--- src/rtl/alarm_annunciator.sv ---
// Alarm annunciator: debounces an alarm request, latches the triggering sensor zone,
// sounds a timed square-wave siren and holds a visual strobe until the operator acknowledges.
module alarm_annunciator #(
  parameter int DEBOUNCE     = 3,   // 1..15
  parameter int TONE_HALF    = 4,   // 1..255
  parameter int SIREN_CYCLES = 64   // 2..65535
) (
  input  logic       clk,
  input  logic       rst,
  input  logic       en,
  input  logic       alarm_in,
  input  logic [3:0] sen,
  input  logic       ack,
  output logic       siren,
  output logic       strobe,
  output logic [3:0] latched_zone,
  output logic [7:0] event_count,
  output logic [1:0] state
);

  typedef enum logic [1:0] {
    IDLE     = 2'd0,
    ARMED    = 2'd1,
    ALARM    = 2'd2,
    SILENCED = 2'd3
  } state_e;

  localparam logic [3:0]  DEB_LAST   = 4'(DEBOUNCE - 1);
  localparam logic [7:0]  TONE_LAST  = 8'(TONE_HALF);
  localparam logic [15:0] SIREN_LAST = 16'(SIREN_CYCLES);

  state_e      state_q;
  logic [3:0]  deb_cnt;      // consecutive alarm_in samples seen in ARMED
  logic [7:0]  tone_cnt;     // position within the current siren half-period, 1-based
  logic [15:0] alarm_timer;  // index of the current ALARM cycle, 1-based

  assign state = state_q;

  // NOTE: every register here is written with <= so all updates in one edge see the
  // pre-edge values; blocking assignments would let later statements see new values.
  always_ff @(posedge clk) begin
    if (rst) begin
      state_q      <= IDLE;
      siren        <= 1'b0;
      strobe       <= 1'b0;
      latched_zone <= 4'd0;
      event_count  <= 8'd0;
      deb_cnt      <= 4'd0;
      tone_cnt     <= 8'd0;
      alarm_timer  <= 16'd0;
    end else if (!en) begin
      // Disarm keeps the event history (zone and count) for later inspection.
      state_q     <= IDLE;
      siren       <= 1'b0;
      strobe      <= 1'b0;
      deb_cnt     <= 4'd0;
      tone_cnt    <= 8'd0;
      alarm_timer <= 16'd0;
    end else begin
      case (state_q)
        IDLE: begin
          state_q <= ARMED;
          deb_cnt <= 4'd0;
        end

        ARMED: begin
          if (alarm_in) begin
            if (deb_cnt == DEB_LAST) begin
              state_q      <= ALARM;
              siren        <= 1'b1;
              strobe       <= 1'b1;
              deb_cnt      <= 4'd0;
              tone_cnt     <= 8'd1;
              alarm_timer  <= 16'd1;
              latched_zone <= sen;
              if (event_count != 8'hFF) event_count <= event_count + 8'd1;
            end else begin
              deb_cnt <= deb_cnt + 4'd1;
            end
          end else begin
            deb_cnt <= 4'd0;
          end
        end

        ALARM: begin
          if (ack || (alarm_timer == SIREN_LAST)) begin
            state_q     <= SILENCED;
            siren       <= 1'b0;
            tone_cnt    <= 8'd0;
            alarm_timer <= 16'd0;
          end else begin
            alarm_timer <= alarm_timer + 16'd1;
            if (tone_cnt == TONE_LAST) begin
              siren    <= ~siren;
              tone_cnt <= 8'd1;
            end else begin
              tone_cnt <= tone_cnt + 8'd1;
            end
          end
        end

        SILENCED: begin
          // A still-asserted alarm keeps the event pending even when acknowledged.
          if (ack && !alarm_in) begin
            state_q <= ARMED;
            strobe  <= 1'b0;
            deb_cnt <= 4'd0;
          end
        end

        default: state_q <= IDLE;
      endcase
    end
  end

endmodule

--- config.mk ---
export PLATFORM = sky130hd
export DESIGN_NAME = alarm_annunciator
export DESIGN_NICKNAME = d
export VERILOG_FILES = /design/src/rtl/alarm_annunciator.sv
export SDC_FILE = /design/constraint.sdc
export NUM_CORES = 1
export LEC_CHECK = 0
export CAP_MARGIN = 20
export CORE_MARGIN = 4
export CORE_UTILIZATION = 45
export CTS_CLUSTER_DIAMETER = 200
export CTS_CLUSTER_SIZE = 28
export DETAILED_ROUTE_END_ITERATION = 10
export PLACE_DENSITY = 0.66
export SYNTH_ARGS = -nofsm -noshare
export SYNTH_HDL_FRONTEND = slang
export SYNTH_SLANG_ARGS = --single-unit
--- constraint.sdc ---
create_clock -name clk -period 2.2 [get_ports clk]
set_clock_uncertainty 0.1 [all_clocks]
set_input_delay 0.22 -clock clk [delete_from_list [all_inputs] [get_ports clk]]
set_output_delay 0.22 -clock clk [all_outputs]
set_load 0.01 [all_outputs]
==> impl_metrics.csv <==
group,metric,value,unit
hold_path,hold_path.class,"flop to flop",
timing,fmaxAchievable,0.4882,GHz
synth,yosys_warnings,0,
global_routing,grt_max_degree,18,
placed_design,port_buffers,24,
synth,netlist_top_cells_area,"dfxtp_1 37%, ha_1 5.7%, a21oi_1 5.4%",
synth,ys_seq_area_share,36.59,%
timing,drv_slew,0,
cells_and_area,drive_above_1_share,11.71,%
synth,yosysTopAreaCellShare,36.59,%
timing,hold_viol,0,
cells_and_area,fillers,490,
cells_and_area,nets,335,
status,status,"finished clean",
routing,wire_per_inst,13.95,um
placed_design,dp_hpwl,3800,um
clocking,path_clk_slew,0.08,ns
floorplan,die_h,81.14,um
hold_path,hp-start,"alarm_timer[15]$_SDFFE_PP0P_",
setup_path,crit_fanout,14,
synth,synth_edf_count,0,
setup_path,crit_arrival,2.16,ns
pwr,power_density,498.0,nW/um2
routing,wl_met1,2670,um
synth,syn-instance-count,284,
floorplan,core_area,5140,um2
routing,top_layer,"met4",
global_routing,antenna_found_initial,0,
clocking,cts-hold-fix-buffers,0,
synth,synthTopCellsByCount,"44 x dfxtp_1, 26 x a21oi_1, 21 x nand2_1",
routing,via_count,2203,
setup_path,cp-start-kind,"flop",
routing,dr_wl_met3,251,um
routing,via_per_inst,5.707,
synth,synth.most_common_cell,"dfxtp_1",
setup_path,critPathCaptureType,"flop",
routing,totalWireLength,5386,um
cells_and_area,antennaDiodeCount,0,
global_routing,grt-ovfl-total,0,
floorplan,dieArea,6584,um2
clocking,cts_tree,"yes",
timing,min_period_over_period,93.11,%
placed_design,pre_cts_slack,0.01428,ns
floorplan,io_pins,25,
clocking,cts_buffer_depth,2,
cells_and_area,stdcell_area,2879,um2
global_routing,first_global_vias,2043,
setup_path,critPathMaxStageDelay,0.50,ns
synth,syn_avg_cell_area,8.476,um2
clocking,cts_root_buf,"clkbuf_8",
synth,synthesis.area,2407,um2
hold_path,min_path_cells,2,
pwr,ir_drop,325.7,uV
routing,route.detailed.drc,0,
timing,slew_headroom,68.74,%
routing,wl_met2,2433,um
setup_path,worstPathRequired,2.32,ns
synth,synth_cell_types,50,
setup_path,critPathKind,"flop to flop",
synth,synth.net_count,304,
timing,finalCriticalPeriod,2.049,ns
placed_design,placement.cell_area,2761,um2
setup_path,slowest_stage,"or4_1",
cells_and_area,area_delta_synth_final,19.59,%
setup_path,crit_path_start,"state[1]$_SDFFE_PP0P_",
cells_and_area,final_util,56.01,%
synth,synth_largest_area_cell,"dfxtp_1",
floorplan,rows,26,
routing,drt_iter0_markers,114,
clocking,htreeDepth,2,
pwr,p_leak,0.9520,nW
setup_path,worstPathCellList,"inv_1, ha_2, buf_4, and3_1, a32oi_1, buf_4, or4_1, a21oi_1",
routing,ant_nets,0,
setup_path,worstReg2RegStart,"state[1]$_SDFFE_PP0P_",
clocking,insertion_delay,0.29,ns
clocking,cts_buffers,5,
setup_path,worst_path_most_repeated_cell,"buf_4",
floorplan,dieWidth,81.14,um
synth,ys.flop_type,"dfxtp_1",
timing,layout_setup_ws,0.1515,ns
timing,worstMarginPinSlew,0.4680,ns
synth,async_flop_share,0,%
timing,setup-tns-final,0,ns
clocking,clock_sinks,44,
floorplan,start_util,46.84,%
global_routing,grt_util_all_layers,17.75,%
global_routing,grt_pass1_wl,9308,um
setup_path,r2r_cells,8,
job,max_cap_violations,0,
timing,final-setup-viol-count,0,
synth,ys_ff_latch,44,
placed_design,routabilityCongestion,0.7695,
routing,drtPass1Iterations,4,
-- cell type report --
cell class / instances / area (um2) / share of cell area (%)
inverters: 13 / 48.80 / 1.695
repair buffers: 40 / 360.3 / 12.52
flip-flops and latches: 44 / 882.1 / 30.64
well taps: 70 / 87.58 / 3.042
clock buffers: 6 / 82.58 / 2.868
clock inverters: 2 / 10.01 / 0.3477
multi-input cells: 211 / 1408 / 48.89
-- power breakdown --
| part | total (mW) | leakage [nW] | switching [mW] | internal (mW) |
|---|---|---|---|---|
| clock | 0.525 | 0.0510 | 0.274 | 0.251 |
| combinational | 0.105 | 0.546 | 0.0562 | 0.0486 |
| sequential | 0.804 | 0.355 | 0.00429 | 0.799 |
-- metal layers --
metal	up-vias	track usage (%)
met2	51	28.16
met4	0	4.730
met5	-	0
met3	2	4.989
met1	1023	23.63
li1	1127	-
-- cells by family after synthesis --
group / synth area share (%)
mux: 2.963
buf+inv: 5.301
fa+ha+maj: 5.717
simple gates: 27.39
flops: 36.59
xor+xnor: 0.3639
compound gates: 21.67
-- critical path, delay by kind of cell, from the launching register on --
kind | cells | cell delay, ns
buffers and inverters | 3 | 0.43
AND/OR/NAND/NOR | 2 | 0.66
adder cells (fa/ha/maj) | 1 | 0.24
flip-flops | 1 | 0.32
AO/OA/AOI/OAI | 2 | 0.23
-- through the flow --
stage | instances | hold WS [ns] | total power [mW]
after floorplan | 284 | 0.1891 | 0.8775
after global placement | 376 | 0.3722 | 0.9230
after detailed placement | 376 | 0.3822 | 0.9235
after CTS | 384 | 0.3936 | 1.451
after global routing | 386 | 0.4086 | 1.503
final | 386 | 0.3955 | 1.434
-- what timing repair did --
item                                    CTS  global route
hold endpoints to repair                  0             0
gates resized for setup                   0             3
endpoints found under the setup margin    0             8
setup buffers                             0             2
-- sequential cells by signal (all words and copies together) (netlist names) --
| signal | cells |
|---|---|
| alarm_timer | 16 |
| deb_cnt | 4 |
| event_count | 8 |
| latched_zone | 4 |
| siren | 1 |
| state | 2 |
| strobe | 1 |
| tone_cnt | 8 |
-- worst paths after layout --
kind	end	slack, ns
setup reg to reg	alarm_timer[11]$_SDFFE_PP0P_	0.15
hold / removal	alarm_timer[15]$_SDFFE_PP0P_	0.40
setup / recovery	alarm_timer[11]$_SDFFE_PP0P_	0.15
hold reg to reg	alarm_timer[15]$_SDFFE_PP0P_	0.40
-- layout by cell type, fill, tap and decap left out, types with 11 or more instances in the layout --
master | synthesis | routed
nand3_1 | 20 | 20
or3_1 | 11 | 11
inv_1 | 13 | 13
a21oi_1 | 26 | 26
clkdlybuf4s50_1 | 0 | 24
o21ai_0 | 17 | 17
nand2_1 | 21 | 21
buf_4 | 0 | 16
dfxtp_1 | 44 | 43
Power figures use the tool's default switching activity.
